--- src/rtl/block_slider.sv ---
`default_nettype none
// ============================================================================
// Module   : block_slider
// Purpose  : Slides one 4x4-board tile toward a destination cell once per frame.
//            Optional macro SLIDE_ACCEL_EN doubles the step each tick (max 4*STEP).
// Revision : 1.0 - initial release
// ============================================================================
module block_slider #(
    parameter int ORIGIN_X = 120,
    parameter int ORIGIN_Y = 40,
    parameter int CELL     = 100,
    parameter int STEP     = 8
) (
    input  logic        pixel_clk,
    input  logic        rst,
    input  logic        frame_tick,
    input  logic        start,
    input  logic        spawn,
    input  logic [1:0]  dst_col,
    input  logic [1:0]  dst_row,
    output logic [10:0] ix,
    output logic [10:0] iy,
    output logic        on,
    output logic        busy,
    output logic        done
);

    typedef enum logic [1:0] {
        S_IDLE = 2'd0,
        S_MOVE = 2'd1,
        S_DONE = 2'd2
    } state_t;

    state_t      r_state;
    logic [10:0] r_tx;
    logic [10:0] r_ty;
    logic [10:0] w_tx;
    logic [10:0] w_ty;
    logic [10:0] w_step;
    logic [10:0] w_nx;
    logic [10:0] w_ny;

    assign w_tx = 11'(ORIGIN_X) + 11'(dst_col) * 11'(CELL);
    assign w_ty = 11'(ORIGIN_Y) + 11'(dst_row) * 11'(CELL);

`ifdef SLIDE_ACCEL_EN
    localparam int SW = $clog2(STEP + 1) + 2;
    logic [SW-1:0] r_step;
    assign w_step = 11'(r_step);
`else
    assign w_step = 11'(STEP);
`endif

    // Clamp each axis to its target so no STEP/CELL ratio can overshoot.
    function automatic logic [10:0] approach(input logic [10:0] pos,
                                             input logic [10:0] tgt,
                                             input logic [10:0] stp);
        if (pos < tgt)
            approach = ((tgt - pos) > stp) ? pos + stp : tgt;
        else
            approach = ((pos - tgt) > stp) ? pos - stp : tgt;
    endfunction

    assign w_nx = approach(ix, r_tx, w_step);
    assign w_ny = approach(iy, r_ty, w_step);

    always_ff @(posedge pixel_clk) begin
        if (rst) begin
            r_state <= S_IDLE;
            ix      <= 11'(ORIGIN_X);
            iy      <= 11'(ORIGIN_Y);
            r_tx    <= 11'(ORIGIN_X);
            r_ty    <= 11'(ORIGIN_Y);
            on      <= 1'b0;
            busy    <= 1'b0;
            done    <= 1'b0;
`ifdef SLIDE_ACCEL_EN
            r_step  <= SW'(STEP);
`endif
        end else begin
            case (r_state)
                S_IDLE: begin
                    done <= 1'b0;
                    if (spawn) begin
                        ix <= w_tx;
                        iy <= w_ty;
                    end else if (start) begin
                        // Arrival is checked in MOVE, so a start to the
                        // current cell still reports done one cycle later.
                        r_tx    <= w_tx;
                        r_ty    <= w_ty;
                        r_state <= S_MOVE;
                        busy    <= 1'b1;
                        on      <= 1'b1;
`ifdef SLIDE_ACCEL_EN
                        r_step  <= SW'(STEP);
`endif
                    end
                end
                S_MOVE: begin
                    if (ix == r_tx && iy == r_ty) begin
                        r_state <= S_DONE;
                        on      <= 1'b0;
                        done    <= 1'b1;
                    end else if (frame_tick) begin
                        ix <= w_nx;
                        iy <= w_ny;
`ifdef SLIDE_ACCEL_EN
                        r_step <= (r_step >= SW'(2 * STEP)) ? SW'(4 * STEP)
                                                            : (r_step << 1);
`endif
                    end
                end
                S_DONE: begin
                    r_state <= S_IDLE;
                    busy    <= 1'b0;
                    done    <= 1'b0;
                end
                default: begin
                    r_state <= S_IDLE;
                    on      <= 1'b0;
                    busy    <= 1'b0;
                    done    <= 1'b0;
                end
            endcase
        end
    end

endmodule
`default_nettype wire
--- config.mk ---
export PLATFORM = sky130hd
export DESIGN_NAME = block_slider
export DESIGN_NICKNAME = d
export VERILOG_FILES = /design/src/rtl/block_slider.sv
export SDC_FILE = /design/constraint.sdc
export NUM_CORES = 1
export LEC_CHECK = 0
export CELL_PAD_IN_SITES_DETAIL_PLACEMENT = 0
export CELL_PAD_IN_SITES_GLOBAL_PLACEMENT = 1
export CORE_ASPECT_RATIO = 1.4
export CORE_MARGIN = 4
export CORE_UTILIZATION = 35
export DETAILED_ROUTE_END_ITERATION = 6
export PLACE_DENSITY = 0.79
export SLEW_MARGIN = 40
export SYNTH_ARGS = -nofsm -noshare
export SYNTH_HDL_FRONTEND = slang
export SYNTH_SLANG_ARGS = --single-unit
--- constraint.sdc ---
create_clock -name pixel_clk -period 8.2 [get_ports pixel_clk]
set_clock_uncertainty 0.15 [all_clocks]
set_input_delay 0.82 -clock pixel_clk [delete_from_list [all_inputs] [get_ports pixel_clk]]
set_output_delay 0.82 -clock pixel_clk [all_outputs]
set_load 0.005 [all_outputs]
==> results.toml <==
[status]
result_of_the_run = "finished clean"

[cells_and_area]
n_fill_cell = 1229
final_util_pct = 40.5
mostFrequentLayoutCell = "a21oi_1"
finish.net_count = 623
post-route-cell-area_sq_um = 4770
drive_above_1_share_pct = 6.35
layout_common_cells = "52 x a21oi_1, 48 x inv_1, 46 x ha_1"
antenna_cells = 0
areaGrowthSynthToFinish_pct = 14.0

[global_route]
first_pass_grt_wire_length_mm = 20.8
initial_antenna_violation_count = 0
pin_count_of_the_biggest_net_entering_global_routing = 30
first_global_vias = 4095
grt_remaining_overflow = 0
grt_util_all_layers_pct = 19.0

[min_path]
whs_path_depth = 2
worstHoldEndpoint = "busy"
launch_instance_of_the_worst_min_delay_path = "busy"
hold_class = "flip-flop to flip-flop"

[yosys]
synth_flop_cell = "dfxtp_1"
synth_seq_cells = 38
asr_flop_ratio_synth_pct = 0
synth_edf_count = 0
netlist_instances = 552
seq_area_frac_synth_pct = 18.2
synth-warning-count = 0
synth_area_per_cell_sq_um = 7.58
synth.distinct_cells = 78
netlist_area_sq_um = 4180

[setup_path]
cp_data_required_time_ns = 8.21
worstPathArrival_ns = 3.67
cp-start-kind = "flip-flop"
cp_endpoint_kind = "flip-flop"
rr_endpoint = "ix[5]"
worst-r2r-setup-slack_ns = 4.54
rr_startpoint = "ix[6]"
critical_path_peak_fanout = 13
reg2reg_depth = 8
timing_worst_setup_path_type = "flip-flop to flip-flop"

[routing]
postRouteWirelength_mm = 13.3
post_drt_via_cell_ratio = 5.91
final_antenna_net_count = 0
drt_first_pass_iters = 4
drc = 0
route.vias.total = 4219
detail_route.iter0.violations = 162
routed_wire_length_per_instance_um = 18.7

[die]
die_h_um = 137
pin_count = 34
std_cell_rows = 47
core_sq_um = 11800
total_die_area_sq_um = 13800
die_width_um = 100
floorplan.initialDensity_pct = 35.6

[clocking]
cts_tree = "done"
insertion_delay_ns = 0.28
cts.sinks = 38
clockRootBuffer = "clkbuf_16"
hold_bufs_inserted_after_cts = 0
ctsHtreeMaxLevel = 2
post-cts-setup-buffers = 0
cts-root-to-sink-buffers = 2
post_cts.resized_instances = 0
cts.reportedPaths.clkPinSlew_ns = 0.06
num_cts_buffers = 5

[timing]
worstMarginPinSlew_ns = 0.759
unrepaired_setup_endpoints_after_global_routing = "no"
timing.max_slew.rel_slack_pct = 49.2
min_period_over_period_pct = 44.6
final_critical_period_ns = 3.66
finalHoldViolations = 0
maxClockFrequency_ghz = 0.273
final.setup.worst_slack_ns = 4.54
report.final.slew_viol_count = 0
finalSetupTns_ns = 0
finalSetupViolations = 0

[placed_design]
port_buffers = 29
place_area_sq_um = 4560
post_place_setup_slack_ns = 4.57
gpl.final_weighted_congestion = 0.971
hpwl_dp_mm = 10.5

[job]
drv.max_cap_violation_count = 0

[power]
total_power_mw = 0.932
power_density_nw_per_um2 = 196
leakage_power_nw = 1.92
worst_ir_drop_vdd_mv = 0.0923
==> critical path: stages, from the launching register on <==
cell	delay, ns
dfxtp_1	0.47
clkinv_1	0.26
ha_1	0.52
nand3_1	0.18
nor2_1	0.09
a31oi_2	0.65
nand2b_1	0.57
o22ai_1	0.17
or4_1	0.48
==> Yosys cell counts, drive strengths merged (3+ instances only) <==
cell	instances	area share (%)
xnor2	24	5.2
a221oi	8	1.8
ha	46	14
dfxtp	38	18
o22ai	5	0.90
mux2i	6	1.4
a31oi	5	0.75
nand2b	7	1.0
nand4	3	0.45
inv	50	4.5
a21o	10	1.8
nand2	43	3.9
buf	17	2.4
nor3b	3	0.54
o211ai	12	2.3
or4	4	0.90
nor4b	3	0.78
nand3	25	3.1
nor4	7	1.6
and3	4	0.60
o2111ai	3	0.63
o31ai	6	1.1
o21ai	19	2.4
a221o	4	0.96
a22oi	3	0.66
o21a	4	0.72
clkbuf	10	0.90
o32ai	6	1.4
xor2	7	1.5
nor2b	3	0.45
nor3	21	2.5
nor2	40	3.7
a211oi	13	2.5
a21oi	53	6.4
nand3b	5	0.90
==> sequential cells by signal, summed over array words and instances, names as in the netlist <==
signal / cells
ix: 9
r_tx: 7
on: 1
r_state: 2
done: 1
busy: 1
r_ty: 8
iy: 9
==> cell type report <==
type                    count  area, sq um  share of cell area, %
clock buffers               5          125                   2.63
clock inverters             3         68.8                   1.44
inverters                  52          195                   4.10
multi-input cells         438         3130                   65.6
flip-flops and latches     38          761                   16.0
well taps                 147          184                   3.86
repair buffers             31          305                   6.41
==> where the power goes <==
part	switching, mW	total [mW]	internal, mW
sequential	0.0297	0.229	0.199
combinational	0.269	0.452	0.183
clock	0.0768	0.252	0.175
total	0.376	0.932	0.557
==> worst max path at each step <==
stage	end	from	slack, ns	depth (start not counted)
floorplan	iy[6]	iy[3]	5.12	10
global placement	iy[4]	ix[6]	4.24	9
detailed placement	iy[4]	ix[3]	4.57	9
CTS	iy[4]	ix[3]	4.55	9
global route	iy[4]	ix[6]	4.31	9
finish	ix[5]	ix[6]	4.54	8
==> metrics by stage <==
stage                     std cells  hold WS, ns
after floorplan                 555        0.314
after global placement          706        0.301
after detailed placement        706        0.307
after CTS                       714        0.328
after global routing            714        0.364
final                           714        0.325
==> per-layer routing <==
metal	global-route usage, %	wire (um)	part of all wire [%]
met5	0	0	0
met4	10.3	709	5.3
met3	2.48	473	3.5
met2	35.9	7020	53
met1	20.1	5140	38
==> logic make-up after synthesis <==
kind of cell / Yosys count / synth area share [%]
simple gates: 178 / 22.2
compound gates: 170 / 28.5
buf+inv: 79 / 7.99
fa+ha+maj: 48 / 14.7
flops: 38 / 18.2
xor+xnor: 31 / 6.67
mux: 7 / 1.71
other cells: 1 / 0.0897
(Power assumes the default switching activity.)
